===== src/rtl/bip_dbg_pkg.sv =====
// bip_dbg_pkg
//   Shared definitions for the BIP halt/debug-dump sequencer:
//   FSM state type, debug frame layout constants and the frame byte
//   selector used by the top level.
package bip_dbg_pkg;

    typedef enum logic [1:0] {
        RUN,
        LOAD,
        WAIT,
        DONE
    } dbgState_t;

    // Frame layout: header, 32-bit count, 16-bit PC, 16-bit ACC, all MSB first.
    localparam int unsigned FRAME_LEN = 9;
    localparam logic [7:0]  FRAME_HDR = 8'hA5;

    localparam logic [3:0]  HDR_OFS  = 4'd0;
    localparam logic [3:0]  CNT_OFS  = 4'd1;
    localparam logic [3:0]  PC_OFS   = 4'd5;
    localparam logic [3:0]  ACC_OFS  = 4'd7;
    localparam logic [3:0]  LAST_IDX = 4'(FRAME_LEN - 1);

    // Select byte idx of the frame from the already zero-extended fields.
    function automatic logic [7:0] frameByte(
        input logic [3:0]  idx,
        input logic [31:0] cntVal,
        input logic [15:0] pcVal,
        input logic [15:0] accVal
    );
        logic [7:0] b;
        b = 8'h00;
        case (idx)
            HDR_OFS:          b = FRAME_HDR;
            CNT_OFS:          b = cntVal[31:24];
            CNT_OFS + 4'd1:   b = cntVal[23:16];
            CNT_OFS + 4'd2:   b = cntVal[15:8];
            CNT_OFS + 4'd3:   b = cntVal[7:0];
            PC_OFS:           b = pcVal[15:8];
            PC_OFS + 4'd1:    b = pcVal[7:0];
            ACC_OFS:          b = accVal[15:8];
            ACC_OFS + 4'd1:   b = accVal[7:0];
            default:          b = 8'h00;
        endcase
        return b;
    endfunction

endpackage


===== src/rtl/bip_cycle_counter.sv =====
// bip_cycle_counter
//   Saturating cycle counter: increments on each enabled rising edge and
//   sticks at all-ones instead of wrapping.
//   Ports:
//     clk    system clock
//     reset  asynchronous active-high reset, clears the count
//     en     count enable for this edge
//     cnt    current count
module bip_cycle_counter #(
    parameter int unsigned CNT_W = 32
) (
    input  logic             clk,
    input  logic             reset,
    input  logic             en,
    output logic [CNT_W-1:0] cnt
);

    always_ff @(posedge clk or posedge reset) begin
        if (reset) begin
            cnt <= '0;
        end else if (en && (cnt != '1)) begin
            cnt <= cnt + CNT_W'(1);
        end
    end

endmodule


===== src/rtl/bip_debug_sequencer.sv =====
// bip_debug_sequencer
//   Halt controller and debug dumper for the BIP accumulator CPU. Counts
//   executed cycles while running; on HLT it parks the CPU, snapshots the
//   cycle count, PC and ACC, and streams a 9-byte frame to the UART TX
//   using a start/done handshake. After the frame it stays parked until reset.
//   Ports:
//     clk       system clock
//     reset     asynchronous active-high reset
//     halt      HLT decoded by the instruction decoder (level)
//     pc        current program counter
//     acc       current accumulator
//     tx_done   one-cycle pulse from UART TX, byte fully sent
//     tx_start  one-cycle pulse requesting transmission of tx_data
//     tx_data   byte to transmit, held until the matching tx_done
//     cpu_en    CPU write enable gate, high while running
//     busy      frame transmission in progress
//     done      frame fully sent, CPU parked
module bip_debug_sequencer
    import bip_dbg_pkg::*;
#(
    parameter int unsigned PC_W   = 11,
    parameter int unsigned DATA_W = 16,
    parameter int unsigned CNT_W  = 32
) (
    input  logic              clk,
    input  logic              reset,
    input  logic              halt,
    input  logic [PC_W-1:0]   pc,
    input  logic [DATA_W-1:0] acc,
    input  logic              tx_done,
    output logic              tx_start,
    output logic [7:0]        tx_data,
    output logic              cpu_en,
    output logic              busy,
    output logic              done
);

    dbgState_t        state;
    logic [3:0]       byteIdx;
    logic [31:0]      snapCnt;
    logic [15:0]      snapPc;
    logic [15:0]      snapAcc;
    logic [CNT_W-1:0] cycleCnt;
    logic             cntEn;

    // The HLT cycle itself is not counted, and counting stops once parked.
    assign cntEn = (state == RUN) && !halt;

    bip_cycle_counter #(
        .CNT_W (CNT_W)
    ) uCycleCounter (
        .clk   (clk),
        .reset (reset),
        .en    (cntEn),
        .cnt   (cycleCnt)
    );

    always_ff @(posedge clk or posedge reset) begin
        if (reset) begin
            state    <= RUN;
            byteIdx  <= '0;
            snapCnt  <= '0;
            snapPc   <= '0;
            snapAcc  <= '0;
            tx_start <= 1'b0;
            tx_data  <= '0;
            cpu_en   <= 1'b1;
            busy     <= 1'b0;
            done     <= 1'b0;
        end else begin
            case (state)
                RUN: begin
                    if (halt) begin
                        snapCnt <= 32'(cycleCnt);
                        snapPc  <= 16'(pc);
                        snapAcc <= 16'(acc);
                        byteIdx <= '0;
                        cpu_en  <= 1'b0;
                        busy    <= 1'b1;
                        state   <= LOAD;
                    end
                end

                LOAD: begin
                    tx_data  <= frameByte(byteIdx, snapCnt, snapPc, snapAcc);
                    tx_start <= 1'b1;
                    state    <= WAIT;
                end

                WAIT: begin
                    tx_start <= 1'b0;
                    // While tx_start is still high the byte has only just been
                    // requested, so a tx_done in that cycle cannot be its
                    // completion and is dropped.
                    if (tx_done && !tx_start) begin
                        if (byteIdx == LAST_IDX) begin
                            busy  <= 1'b0;
                            done  <= 1'b1;
                            state <= DONE;
                        end else begin
                            byteIdx <= byteIdx + 4'd1;
                            state   <= LOAD;
                        end
                    end
                end

                DONE: begin
                    // Parked until reset; halt and tx_done have no effect.
                    tx_start <= 1'b0;
                end

                default: begin
                    state <= RUN;
                end
            endcase
        end
    end

endmodule

===== config.mk =====
export PLATFORM = sky130hd
export DESIGN_NAME = bip_debug_sequencer
export DESIGN_NICKNAME = d
export VERILOG_FILES = /design/src/rtl/bip_dbg_pkg.sv /design/src/rtl/bip_cycle_counter.sv /design/src/rtl/bip_debug_sequencer.sv
export SDC_FILE = /design/constraint.sdc
export NUM_CORES = 1
export LEC_CHECK = 0
export BUFFER_PORTS_ARGS = -buffer_cell sky130_fd_sc_hd__clkbuf_2
export CORE_ASPECT_RATIO = 1.4
export CORE_MARGIN = 2
export CORE_UTILIZATION = 34
export CTS_BUF_LIST = sky130_fd_sc_hd__clkbuf_8 sky130_fd_sc_hd__clkbuf_16
export DETAILED_ROUTE_END_ITERATION = 7
export PLACE_DENSITY_LB_ADDON = 0.05
export SLEW_MARGIN = 20
export SYNTH_ARGS = -nofsm -noshare
export SYNTH_HDL_FRONTEND = slang
export SYNTH_SLANG_ARGS = --single-unit

===== constraint.sdc =====
create_clock -name clk -period 4.35 [get_ports clk]
set_clock_uncertainty 0.2 [all_clocks]
set_input_delay 0.2175 -clock clk [delete_from_list [all_inputs] [get_ports clk]]
set_output_delay 0.2175 -clock clk [all_outputs]
set_load 0.02 [all_outputs]

Word level (Yosys, flattened, before mapping)
Index checks and enable logic that the tools add are counted.
{"block": "classes", "n_mux": 14, "n_reduce_logical": 16, "n_eq_ne": 16, "addsub": 2}
{"op": "case mux 8 bit (9 select lines)", "n": 1}
{"op": "adder 32 x 1 -> 32 bit (second input constant)", "n": 1}
{"op": "!= test 32 bit (second input constant)", "n": 1}
{"op": "equality test 4 x 3 -> 1 bit (second input constant)", "n": 4}
{"op": "two-way mux 4 bit", "n": 3}
{"op": "equality test 4 x 2 -> 1 bit (second input constant)", "n": 2}
{"op": "!= test 2 bit (second input constant)", "n": 4}
{"op": "case mux 4 bit (2 select lines)", "n": 1}
{"op": "AND reduction 4 bit", "n": 2}
{"op": "two-way mux 2 bit", "n": 3}
{"op": "case mux 2 bit (3 select lines)", "n": 1}
{"op": "AND reduction 3 bit", "n": 2}
{"op": "adder 4 x 1 -> 4 bit (second input constant)", "n": 1}
{"op": "equality test 2 bit (second input constant)", "n": 2}
{"op": "equality test 4 x 1 -> 1 bit (second input constant)", "n": 1}
{"op": "equality test 4 bit (second input constant)", "n": 1}
{"op": "zero test 4 bit", "n": 1}
{"op": "case mux 1 bit (2 select lines)", "n": 2}
{"op": "nonzero test 2 bit", "n": 2}
{"op": "logical AND 1 bit", "n": 3}
{"op": "two-way mux 1 bit", "n": 3}
{"op": "nonzero test 3 bit", "n": 1}
{"op": "equality test 2 x 1 -> 1 bit (second input constant)", "n": 1}
{"op": "zero test 1 bit", "n": 2}
{"op": "other kinds (3)", "n": 3}
{"block": "word_totals", "register_bits": 109, "out_inout_bits": 12}

Longest topological paths before layout
{"block": "depth", "depth_word": 4, "depth_mapped": 8, "mapped_depth_nobuf": 7}

Hierarchy
A second synthesis with hierarchy kept.
{"block": "hier_totals", "cells_unflattened": 419, "hier_area_um2": 5205.0}
{"mod": "bip_debug_sequencer", "n_inst": 1, "area_per_inst_um2": 3643.5, "cells_per_inst": 280}
{"mod": "bip_cycle_counter", "n_inst": 1, "area_per_inst_um2": 1561.5, "cells_per_inst": 139}

Worst setup path after synthesis
Ideal clock, no wire load.
{"block": "synth_path", "path_kind": "reg-to-reg", "start": "register uCycleCounter.cnt[0]", "end": "register uCycleCounter.cnt[1]", "stages_incl_launch_ff": 6, "t_arrival_ps": 1723, "setup_time_ps": 128, "period_less_slack_ps": 2050, "required_time_ps": 4022, "path_slack_ps": 2300, "n_path_buf": 0, "path_cell_list": "dfrtp_1 -> ha_1 -> nand2_1 -> or3_1 -> o31a_1 -> mux2_1"}
{"block": "synth_between", "elab_chain_cells": 2}
{"element": "start, declared", "line_no": "bip_cycle_counter.sv:15", "text": "output logic [CNT_W-1:0] cnt"}
{"element": "start signal, assigned", "line_no": "bip_cycle_counter.sv:22", "text": "cnt <= cnt + CNT_W'(1);"}
{"element": "branches (longest 2 deep; another with adder 32 x 1 -> 32 bit)"}
Several ways; the timed one is not identified.
A chain may end at the register's enable or synchronous reset.

Final worst setup path
{"block": "layout_path", "start": "register state[0]", "end": "register snapCnt[20]"}
{"block": "layout_between", "elab_chain_cells": 2}
{"element": "start, declared", "line_no": "bip_debug_sequencer.sv:38", "text": "dbgState_t state;"}
{"element": "start signal, assigned", "line_no": "bip_debug_sequencer.sv:60", "text": "state <= RUN;"}
{"element": "start signal, assigned", "line_no": "bip_debug_sequencer.sv:80", "text": "state <= LOAD;"}
{"element": "start signal, assigned", "line_no": "bip_debug_sequencer.sv:87", "text": "state <= WAIT;"}
{"element": "zero test 2 bit", "line_no": "bip_debug_sequencer.sv:71", "text": "case (state)"}
{"element": "AND reduction 2 bit (no source line)"}
{"element": "end signal, assigned", "line_no": "bip_debug_sequencer.sv:74", "text": "snapCnt <= 32'(cycleCnt);"}
{"element": "end, declared", "line_no": "bip_debug_sequencer.sv:40", "text": "logic [31:0] snapCnt;"}
No other way between the ends.

==> run metrics <==
Yosys cell types 49; Starting Density 0.347; crit path DAT 2.64 ns; worst skew pair latency 0.34 ns; Slew Limit Headroom 0.365; n_diodes 0; WL/cell 17.5 um; vias in the first global route 3,537; setup bufs post-CTS 0; Post-Route Setup TNS 0 ns; WL final 12,000 um; outcome finished clean; total CTS buffers 9; total core area 14,500 sq um; ys async rst share 1.00; Syn Nets 466; Clk pin slew, worst setup/hold paths 0.07 ns; die width 107 um; CTS tree yes; fillers 1,394; synth warn 0; RD Place Congestion 0.726; post-synthesis sequential area ratio 0.542; cts repair resizes 0; WL met2 6050 um; Port Buffers 42; worst-path maximum fanout 38; top sig layer met4; row count 52; Final ANT Viol Nets 0; routed length on met1 5260 um; clock buffer depth 2; first-pass GRT wire length 19,500 um; crit end category register; PnR Total Power 3.04 mW; RSZ-0062 raised after global routing false; DP Wirelength 8790 um; worst setup path class register to register; Layout Nets 533; GRT overflow 0; commonest non-fill, non-tap cell in the layout dfrtp_1; commonest cells after routing, fill and taps aside dfrtp_1, mux2_2, clkbuf_2, dlygate4sd3_1, nand2_1; worst slew pin tran 0.952 ns; total die area 15,800 sq um; H-Tree Depth 3; post-synthesis register bit count 109; Syn Area/Cell 11.9 sq um; max-slew violation count 0; initial drt markers 207; Hold Crit Class primary input to register; EDFF count, synth 0; clk sinks 109; Final Hold Fails 0; P&R area growth vs syn 19.3%; wire length on met3 341 um; num ports 43; CTS Hold Bufs 29; utilization of the core after routing 0.414; DR DRC count 0; Max IR drop VDD 0.235 mV; DIE HEIGHT 148 um; fin crit period 2.61 ns; fin crit share 0.601; layout cells sized above 1 0.273; via count 3,446; 1st-pass router iterations 4; number of max-cap violations 0; largest net degree at the start of global routing 48; via/cell ratio 5.04; Critical Path Start Type register; power per cell area 505 nW/um^2; Synth Flop Type dfrtp_1; Critical Path RT 4.38 ns; cell area after synthesis 5040 sq um; leak pwr 2.68 nW; Synth Instances 423; Fmax achieved 0.383 GHz; initial antenna violation count 0; Global Route Usage Sum 0.163; root buf cell clkbuf_16; setup violators final 0
[critical path, stage by stage (launching register included)]
cell and delay [ns]:
dfrtp_1 0.45, inv_1 0.11, ha_1 0.26, nand2_2 0.64
buf_4 0.45, mux2_2 0.37
[final cells by class]
class	count	area, sq um	area share
clock buffer	10	239	0.0397
clock inverter	6	46.3	0.00770
inverter	8	32.5	0.00541
multi-input combinational	288	2210	0.367
sequential	109	2730	0.454
tap	189	236	0.0393
timing repair buffer	74	523	0.0870
[per-layer routing]
metal  up-vias  track usage
met5         -            0
met2        47        0.273
met3        14       0.0300
met4         0       0.0695
met1      1710        0.206
li1       1675            -
[registers in the layout, indices dropped and copies added, names as in the netlist]
register,flops
cpu_en,1
snapCnt,32
snapAcc,16
state,2
tx_start,1
done,1
uCycleCounter.cnt,32
byteIdx,4
snapPc,11
busy,1
tx_data,8
[where the power goes]
group          internal, mW  switching (mW)  leakage [nW]
sequential             1.25           0.186          1.40
clock                 0.407           0.374         0.135
combinational         0.376           0.442          1.15
[through the flow]
step / instance area [sq um] / hold WS, ns / cells / setup slack, ns
after floorplan: 5040 / 0.168 / 423 / 1.06
after global placement: 5440 / 0.132 / 639 / 1.76
after detailed placement: 5440 / 0.138 / 639 / 1.70
after CTS: 6010 / 0.205 / 684 / 1.69
after global routing: 6010 / 0.258 / 684 / 1.51
final: 6010 / 0.225 / 684 / 1.74
[logic make-up after synthesis]
logic type,Yosys count,share of synthesized area
xor gates and xnor gates,30,0.0521
and+or+nand+nor,121,0.125
DFF,109,0.542
AOI/OAI and AO/OA,58,0.0805
buffers and inverters,26,0.0209
muxes,67,0.150
adders and majority gates,12,0.0298
[worst paths after layout]
check / startpoint / to / slack [ns] / depth (start not counted)
max reg2reg: state[0] / snapCnt[20] / 1.74 / 5
min in group asynchronous: reset / snapPc[7] / 0.29 / 3
min: halt / uCycleCounter.cnt[6] / 0.22 / 4
max: state[0] / snapCnt[20] / 1.74 / 5
min reg2reg: done / done / 0.28 / 1
max in group asynchronous: reset / uCycleCounter.cnt[15] / 2.72 / 4
[synth_stat cells, types with 2 or more instances]
master | instances | share of area
a211oi_1 | 2 | 0.0030
a21oi_1 | 8 | 0.0079
a221oi_1 | 2 | 0.0035
a222oi_1 | 6 | 0.012
a22oi_1 | 7 | 0.010
a31oi_1 | 7 | 0.0087
a32oi_1 | 3 | 0.0052
and2_1 | 3 | 0.0037
and3_1 | 5 | 0.0062
and4_1 | 3 | 0.0052
clkbuf_1 | 17 | 0.013
dfrtp_1 | 108 | 0.54
ha_1 | 12 | 0.030
inv_1 | 8 | 0.0060
mux2_2 | 66 | 0.15
nand2_1 | 27 | 0.020
nand2b_1 | 3 | 0.0037
nand3_1 | 20 | 0.020
nand3b_1 | 3 | 0.0045
nand4_1 | 12 | 0.015
nor2_1 | 25 | 0.019
nor2b_1 | 2 | 0.0025
nor3_1 | 5 | 0.0050
nor4_1 | 3 | 0.0037
o21ai_0 | 12 | 0.012
or3_1 | 3 | 0.0037
xnor2_1 | 18 | 0.031
xor2_1 | 12 | 0.021
Note: power is estimated with default switching activity, not from simulation.
